==> src/rtl/lane_merge_arbiter.sv <==
// -----------------------------------------------------------------------------
// lane_merge_arbiter
//
// Two-source round-robin arbiter with a single registered output word. When
// both sources offer data the source not granted last wins. An optional
// lane-merge mode builds one word from both sources, taking each lane from A
// or from B according to lane_mask. Merging is compiled in only when the
// macro LANE_MERGE_EN is defined; otherwise merge_req and lane_mask are
// accepted but ignored.
//
// Ports
//   clk        in   1      rising-edge clock
//   rst        in   1      asynchronous active-high reset
//   a_valid    in   1      source A offers a word
//   a_data     in   WIDTH  source A word
//   a_ready    out  1      source A word consumed this cycle (combinational)
//   b_valid    in   1      source B offers a word
//   b_data     in   WIDTH  source B word
//   b_ready    out  1      source B word consumed this cycle (combinational)
//   merge_req  in   1      request a lane-merge of A and B
//   lane_mask  in   WIDTH  per-lane merge select: 1 = A, 0 = B
//   out_valid  out  1      sink word valid (registered)
//   out_data   out  WIDTH  sink word (registered)
//   out_src    out  2      origin of sink word: 01 = A, 10 = B, 11 = merged
//   out_ready  in   1      sink accepts the word
// -----------------------------------------------------------------------------
module lane_merge_arbiter #(
  parameter int WIDTH = 2
) (
  input  logic             clk,
  input  logic             rst,
  input  logic             a_valid,
  input  logic [WIDTH-1:0] a_data,
  output logic             a_ready,
  input  logic             b_valid,
  input  logic [WIDTH-1:0] b_data,
  output logic             b_ready,
  input  logic             merge_req,
  input  logic [WIDTH-1:0] lane_mask,
  output logic             out_valid,
  output logic [WIDTH-1:0] out_data,
  output logic [1:0]       out_src,
  input  logic             out_ready
);

  localparam logic [1:0] SRC_NONE  = 2'b00;
  localparam logic [1:0] SRC_A     = 2'b01;
  localparam logic [1:0] SRC_B     = 2'b10;
  localparam logic [1:0] SRC_MERGE = 2'b11;

  // Pointer records the source granted in the last contention.
  localparam logic PTR_A = 1'b0;
  localparam logic PTR_B = 1'b1;

  logic             out_valid_r;
  logic [WIDTH-1:0] out_data_r;
  logic [1:0]       out_src_r;
  logic             ptr_r;

  logic             load_s;
  logic             merge_s;
  logic [WIDTH-1:0] merge_data_s;
  logic             contend_s;
  logic             sel_a_s;
  logic             sel_b_s;
  logic [WIDTH-1:0] next_data_s;
  logic [1:0]       next_src_s;

  // The output register may take a new word when empty or being drained.
  assign load_s = !out_valid_r || out_ready;

`ifdef LANE_MERGE_EN
  assign merge_s      = a_valid && b_valid && merge_req;
  // Pure per-lane mux: lane i only sees lane i of a_data, b_data, lane_mask.
  assign merge_data_s = (a_data & lane_mask) | (b_data & ~lane_mask);
`else
  logic unused_merge_s;
  assign unused_merge_s = merge_req ^ (^lane_mask);
  assign merge_s        = 1'b0;
  assign merge_data_s   = {WIDTH{1'b0}};
`endif

  // Source selection and next output word for this cycle.
  always_comb begin
    sel_a_s     = 1'b0;
    sel_b_s     = 1'b0;
    contend_s   = 1'b0;
    next_data_s = out_data_r;
    next_src_s  = out_src_r;
    if (merge_s) begin
      sel_a_s     = 1'b1;
      sel_b_s     = 1'b1;
      next_data_s = merge_data_s;
      next_src_s  = SRC_MERGE;
    end else if (a_valid && b_valid) begin
      contend_s = 1'b1;
      if (ptr_r == PTR_B) begin
        sel_a_s     = 1'b1;
        next_data_s = a_data;
        next_src_s  = SRC_A;
      end else begin
        sel_b_s     = 1'b1;
        next_data_s = b_data;
        next_src_s  = SRC_B;
      end
    end else if (a_valid) begin
      sel_a_s     = 1'b1;
      next_data_s = a_data;
      next_src_s  = SRC_A;
    end else if (b_valid) begin
      sel_b_s     = 1'b1;
      next_data_s = b_data;
      next_src_s  = SRC_B;
    end else begin
      // Nothing offered: data and origin hold, only out_valid drops.
      next_data_s = out_data_r;
      next_src_s  = out_src_r;
    end
  end

  // Gating with rst keeps both readys low for the whole reset window.
  assign a_ready = !rst && load_s && sel_a_s;
  assign b_ready = !rst && load_s && sel_b_s;

  // Output register and round-robin pointer.
  always_ff @(posedge clk or posedge rst) begin
    if (rst) begin
      out_valid_r <= 1'b0;
      out_data_r  <= {WIDTH{1'b0}};
      out_src_r   <= SRC_NONE;
      ptr_r       <= PTR_B;
    end else if (load_s) begin
      out_valid_r <= sel_a_s || sel_b_s;
      out_data_r  <= next_data_s;
      out_src_r   <= next_src_s;
      // Only a plain contention moves the pointer; merges and lone requests leave it.
      if (contend_s) begin
        ptr_r <= sel_a_s ? PTR_A : PTR_B;
      end
    end
  end

  assign out_valid = out_valid_r;
  assign out_data  = out_data_r;
  assign out_src   = out_src_r;

endmodule

==> config.mk <==
export PLATFORM = sky130hd
export DESIGN_NAME = lane_merge_arbiter
export DESIGN_NICKNAME = d
export VERILOG_FILES = /design/src/rtl/lane_merge_arbiter.sv
export SDC_FILE = /design/constraint.sdc
export NUM_CORES = 1
export LEC_CHECK = 0
export CAP_MARGIN = 20
export CORE_AREA = 5 5 42 44
export CTS_CLUSTER_DIAMETER = 80
export DETAILED_ROUTE_END_ITERATION = 16
export DIE_AREA = 0 0 47 49
export GPL_TIMING_DRIVEN = 0
export SLEW_MARGIN = 20
export SYNTH_ARGS = -nofsm -noshare
export SYNTH_HDL_FRONTEND = slang
export SYNTH_SLANG_ARGS = --single-unit
export TNS_END_PERCENT = 100
==> constraint.sdc <==
create_clock -name clk -period 1.25 [get_ports clk]
set_clock_uncertainty 0.2 [all_clocks]
set_input_delay 0.125 -clock clk [delete_from_list [all_inputs] [get_ports clk]]
set_output_delay 0.125 -clock clk [all_outputs]
set_load 0.01 [all_outputs]
# == Yosys cells after proc, flatten, opt, wreduce, memory -nomap -nowiden ==
# Index checks and enable logic that the tools add are counted.
# totals
register_bits,6
out_inout_bits,7
# op_classes
n_mux,17
reduce_logical,11
# ops
op,count
2-bit two-way mux,8
1-bit two-way mux,9
1-bit logical AND,4
2-bit AND reduction,2
3-bit nonzero test,1
1-bit logical NOT,2
1-bit logical OR,2

# == Longest topological paths before layout ==
# depth
ltp_word,4
ltp_mapped,3
mapped_depth_nobuf,3

# == Least setup slack after synthesis ==
# Ideal clock, no wire load.
# synth_path
kind,register to register
startpoint,"reg out_valid_r, in the netlist out_valid"
endpoint,"reg out_data_r[0], in the netlist out_data[0]"
setup_ns,0.141
arrival_time_ns,0.854
slack_ns,0.055
stages_incl_launch_ff,4
path_cell_list,dfrtp_1 and2b_1 o21ai_0 o221ai_1
# synth_between
elab_chain_cells,3
# synth_lines
element,line,rtl
"start, declared",55,logic out_valid_r;
"start signal, assigned",133,out_valid_r <= sel_a_s || sel_b_s;
1-bit logical NOT,70,assign load_s = !out_valid_r || out_ready;
1-bit logical OR,70,
2-bit AND reduction (no line),--,
"end signal, assigned",129,out_data_r <= {WIDTH{1'b0}};
"end signal, assigned",134,out_data_r <= next_data_s;
"end, declared",56,logic [WIDTH-1:0] out_data_r;
# Every way passes these cells.
# A chain may end at the register's enable or synchronous reset.

# == Worst setup path after layout ==
# layout_path
startpoint,reg ptr_r
endpoint,out b_ready
# layout_between
elab_chain_cells,3
# layout_lines
element,line,rtl
"start, declared",58,logic ptr_r;
"start signal, assigned",138,ptr_r <= sel_a_s ? PTR_A : PTR_B;
1-bit two-way mux,97,if (ptr_r == PTR_B) begin
1-bit two-way mux,95,end else if (a_valid && b_valid) begin
1-bit logical AND,123,assign b_ready = !rst && load_s && sel_b_s;
"end, declared",37,"output logic b_ready,"
# Every way passes these cells.

==> summary.txt <==
Yosys
  • Post-Synth XOR/XNOR Area: 2.979%
  • Syn_nets: 44
  • Top FF cell, synth: dfrtp_1
  • Number of synthesized flops with an enable pin: 0
  • #FFs+latches synth: 6
  • Top cells by count, synth: inv_1 (6), dfrtp_1 (5), nand2_1 (4)
  • Synth area leaders: dfrtp_1 (43%), dfstp_2 (8.9%), inv_1 (7.7%)
  • Async SR Flop Fraction: 100.0%
  • Average cell area after synthesis: 9.189 µm²
  • Synth Area in Simple Gates: 19.57%
  • Gate Count Post-Synth: 32
  • Synth Area in Compound Gates: 17.02%
  • Share of the synthesized area in the top cell type: 42.55%
  • Post-Synth Adder-Cell Area: 0%
  • Most frequent cell after synthesis: inv_1
  • Largest family of logic cells by synthesized area: simple AND/OR/NAND/NOR gates
  • Register area share after synthesis: 51.49%
  • Multiplexer share of the synthesized area: 0%
  • Synth unique cells: 15
  • Syn Std Cell Area: 294.0 µm²
  • Largest area contributor in the netlist: dfrtp_1
  • Yosys warning count: 0

Critical path
  • Critical path capture point type: output pin
  • Worst r2r src: ptr_r$_DFFE_PP1P_
  • Worst r2r path cells: 4
  • Signal arrival time at the worst endpoint: 1130 ps
  • Critical Setup Path Class: reg -> out
  • Startpoint types: flip-flop
  • Reg2reg end: out_data[1]$_DFFE_PP0P_
  • CP required: 930 ps
  • Crit-path max FO: 3
  • FF-to-FF setup slack: -30 ps

Routing
  • Antenna Nets Post-Route: 0
  • Via Count: 302
  • M1 WL: 302 µm
  • Residual DRC: 0
  • Wire length on met2: 375 µm
  • Drt via density: 4.194
  • Wire length per cell: 11.15 µm
  • Top layer in use: met3
  • Pre-Repair DR Iteration Count: 4
  • Met3 wire len: 125 µm
  • Starting DRT DRC Count: 8
  • Total wire length: 803 µm

Finish
  • Area Overhead vs Synth: 86.81%
  • Nets: 69
  • Inserted Diodes: 0
  • Core Util, Final: 39.20%
  • Share of cells above drive strength 1: 33.93%
  • Non-Filler Instances: 72

CTS
  • H-tree depth: 1
  • Clock Latency Late Sink: 250 ps
  • Sinks on Clock Net: 6
  • CTS Buffer Depth: 2
  • Root buffer cell: clkbuf_4
  • CTS Buf Count: 3
  • CTS tree: done
  • Reg clk slew, reported paths: 40 ps

GRT
  • Gr usage total: 8.416%
  • Largest net degree at the start of global routing: 7
  • Antenna violations before repair: 0
  • Total grt overflow: 0
  • Vias in the first global route: 306
  • Global-route wire length before repair: 1345 µm

Die
  • Ports: 19
  • Die area: 2303 µm²
  • Initial Util: 20.98%
  • Core area: 1401 µm²
  • Die width: 47 µm
  • Cell row count: 14
  • Die height: 49 µm

STA
  • Tmin final: 1455 ps
  • # setup viols final: 3
  • Worst slew pin tran: 252.3 ps
  • Fin. Hold Viols: 0
  • Slew Limit Fails: 0
  • Setup ws final: -204.9 ps
  • RSZ-0062 raised after global routing: true
  • Fmax: 687.4 MHz
  • Tcrit/Tclk final: 116.4%
  • Slew HR: 83.16%

Power and ir drop
  • Worst VDD drop: 460.8 µV
  • Cell Pwr Density: 1358 nW/µm²
  • LEAKAGE: 0.0002651 µW

Run
  • Max_cap viols: 0

Min path
  • HP Class: in -> reg
  • Hold path depth: 3
  • Hold path startpoint: b_valid
  • Worst min-delay path endpoint: ptr_r$_DFFE_PP1P_

Placement
  • Post-DP HPWL: 565.8 µm
  • Gp weighted congestion: 0.6305
  • Dpl cells: 63
  • Pre-CTS setup slack: -627.4 ps
  • Port bufs: 15

Outcome
  • Failing checks: setup timing
  • Outcome: finished with violations
[routing by layer]
layer  GRT usage (%)  vias up
met5               0        -
met4           5.530        0
met3           3.690        0
met2           12.22       16
met1           9.577      135
li1                -      151
[critical path, cell delays in order, from the launching register on]
cell and delay, ps:
dfstp_2 570, nand2_2 60, nand3_2 90, nor2_1 40, buf_2 130
[cell usage in the layout (no fill, tap or decap), drive strengths merged]
master         count
clkdlybuf4s50      7
inv                7
buf                7
dfrtp              5
o21ai              4
nand2              4
clkbuf             4
nor2               3
dlygate4sd2        3
clkdlybuf4s15      2
nand3              2
o221ai             2
nand2b             1
and2b              1
o211ai             1
xnor2              1
dlygate4sd3        1
dfstp              1
[flip-flops by register name (all words and copies together) (netlist names)]
name / cells
out_data: 2
out_src: 2
out_valid: 1
ptr_r: 1
[power by group]
part           leakage [µW]  total, µW  internal [µW]  switching [µW]
clock network     0.0000150        195            121            74.3
registers         0.0000682        299            257            42.4
logic              0.000182        251            144             107
[stage by stage]
step           total power (µW)  hold slack (ps)  TNS (ps)  cell area [µm²]
2_1_floorplan             382.8           -284.8         0            294.0
3_3_place_gp              502.2            218.6     -1886            464.2
3_5_place_dp              507.8            220.8     -1939            464.2
4_1_cts                   742.0            145.0    -475.7            523.0
5_1_grt                   800.4            183.0    -642.4            549.3
6_report                  745.8            157.9    -429.6            549.3
[layout make-up]
class	count	area [µm²]
fill	161	852.1
timing repair buffer	20	181.4
sequential	6	151.4
multi-input combinational	19	143.9
clock buffer	4	26.28
inverter	7	26.28
tap	16	20.02
[worst max path at each step]
stage,endpoint,start,depth (start not counted)
5_1_grt,b_ready,ptr_r$_DFFE_PP1P_,4
2_1_floorplan,out_data[0]$_DFFE_PP0P_,out_valid$_DFFE_PP0P_,3
6_report,b_ready,ptr_r$_DFFE_PP1P_,4
3_3_place_gp,a_ready,out_ready,5
3_5_place_dp,a_ready,out_ready,5
4_1_cts,a_ready,ptr_r$_DFFE_PP1P_,3
[what timing repair did]
action	in CTS	in global routing
gates cloned	0	0
hold buffers	1	0
buffers inserted	3	1
gates resized for setup	19	10
pin swaps	2	1
endpoints found under the setup margin	8	7
hold endpoints to repair	5	0
[kinds of logic (layout without fill, tap and decap cells)]
logic type      Yosys count  count (layout)
xor+xnor                  1               1
flops                     6               6
buf+inv                   7              31
simple gates             11              11
compound gates            7               7
Note: power is estimated with default switching activity, not from simulation.
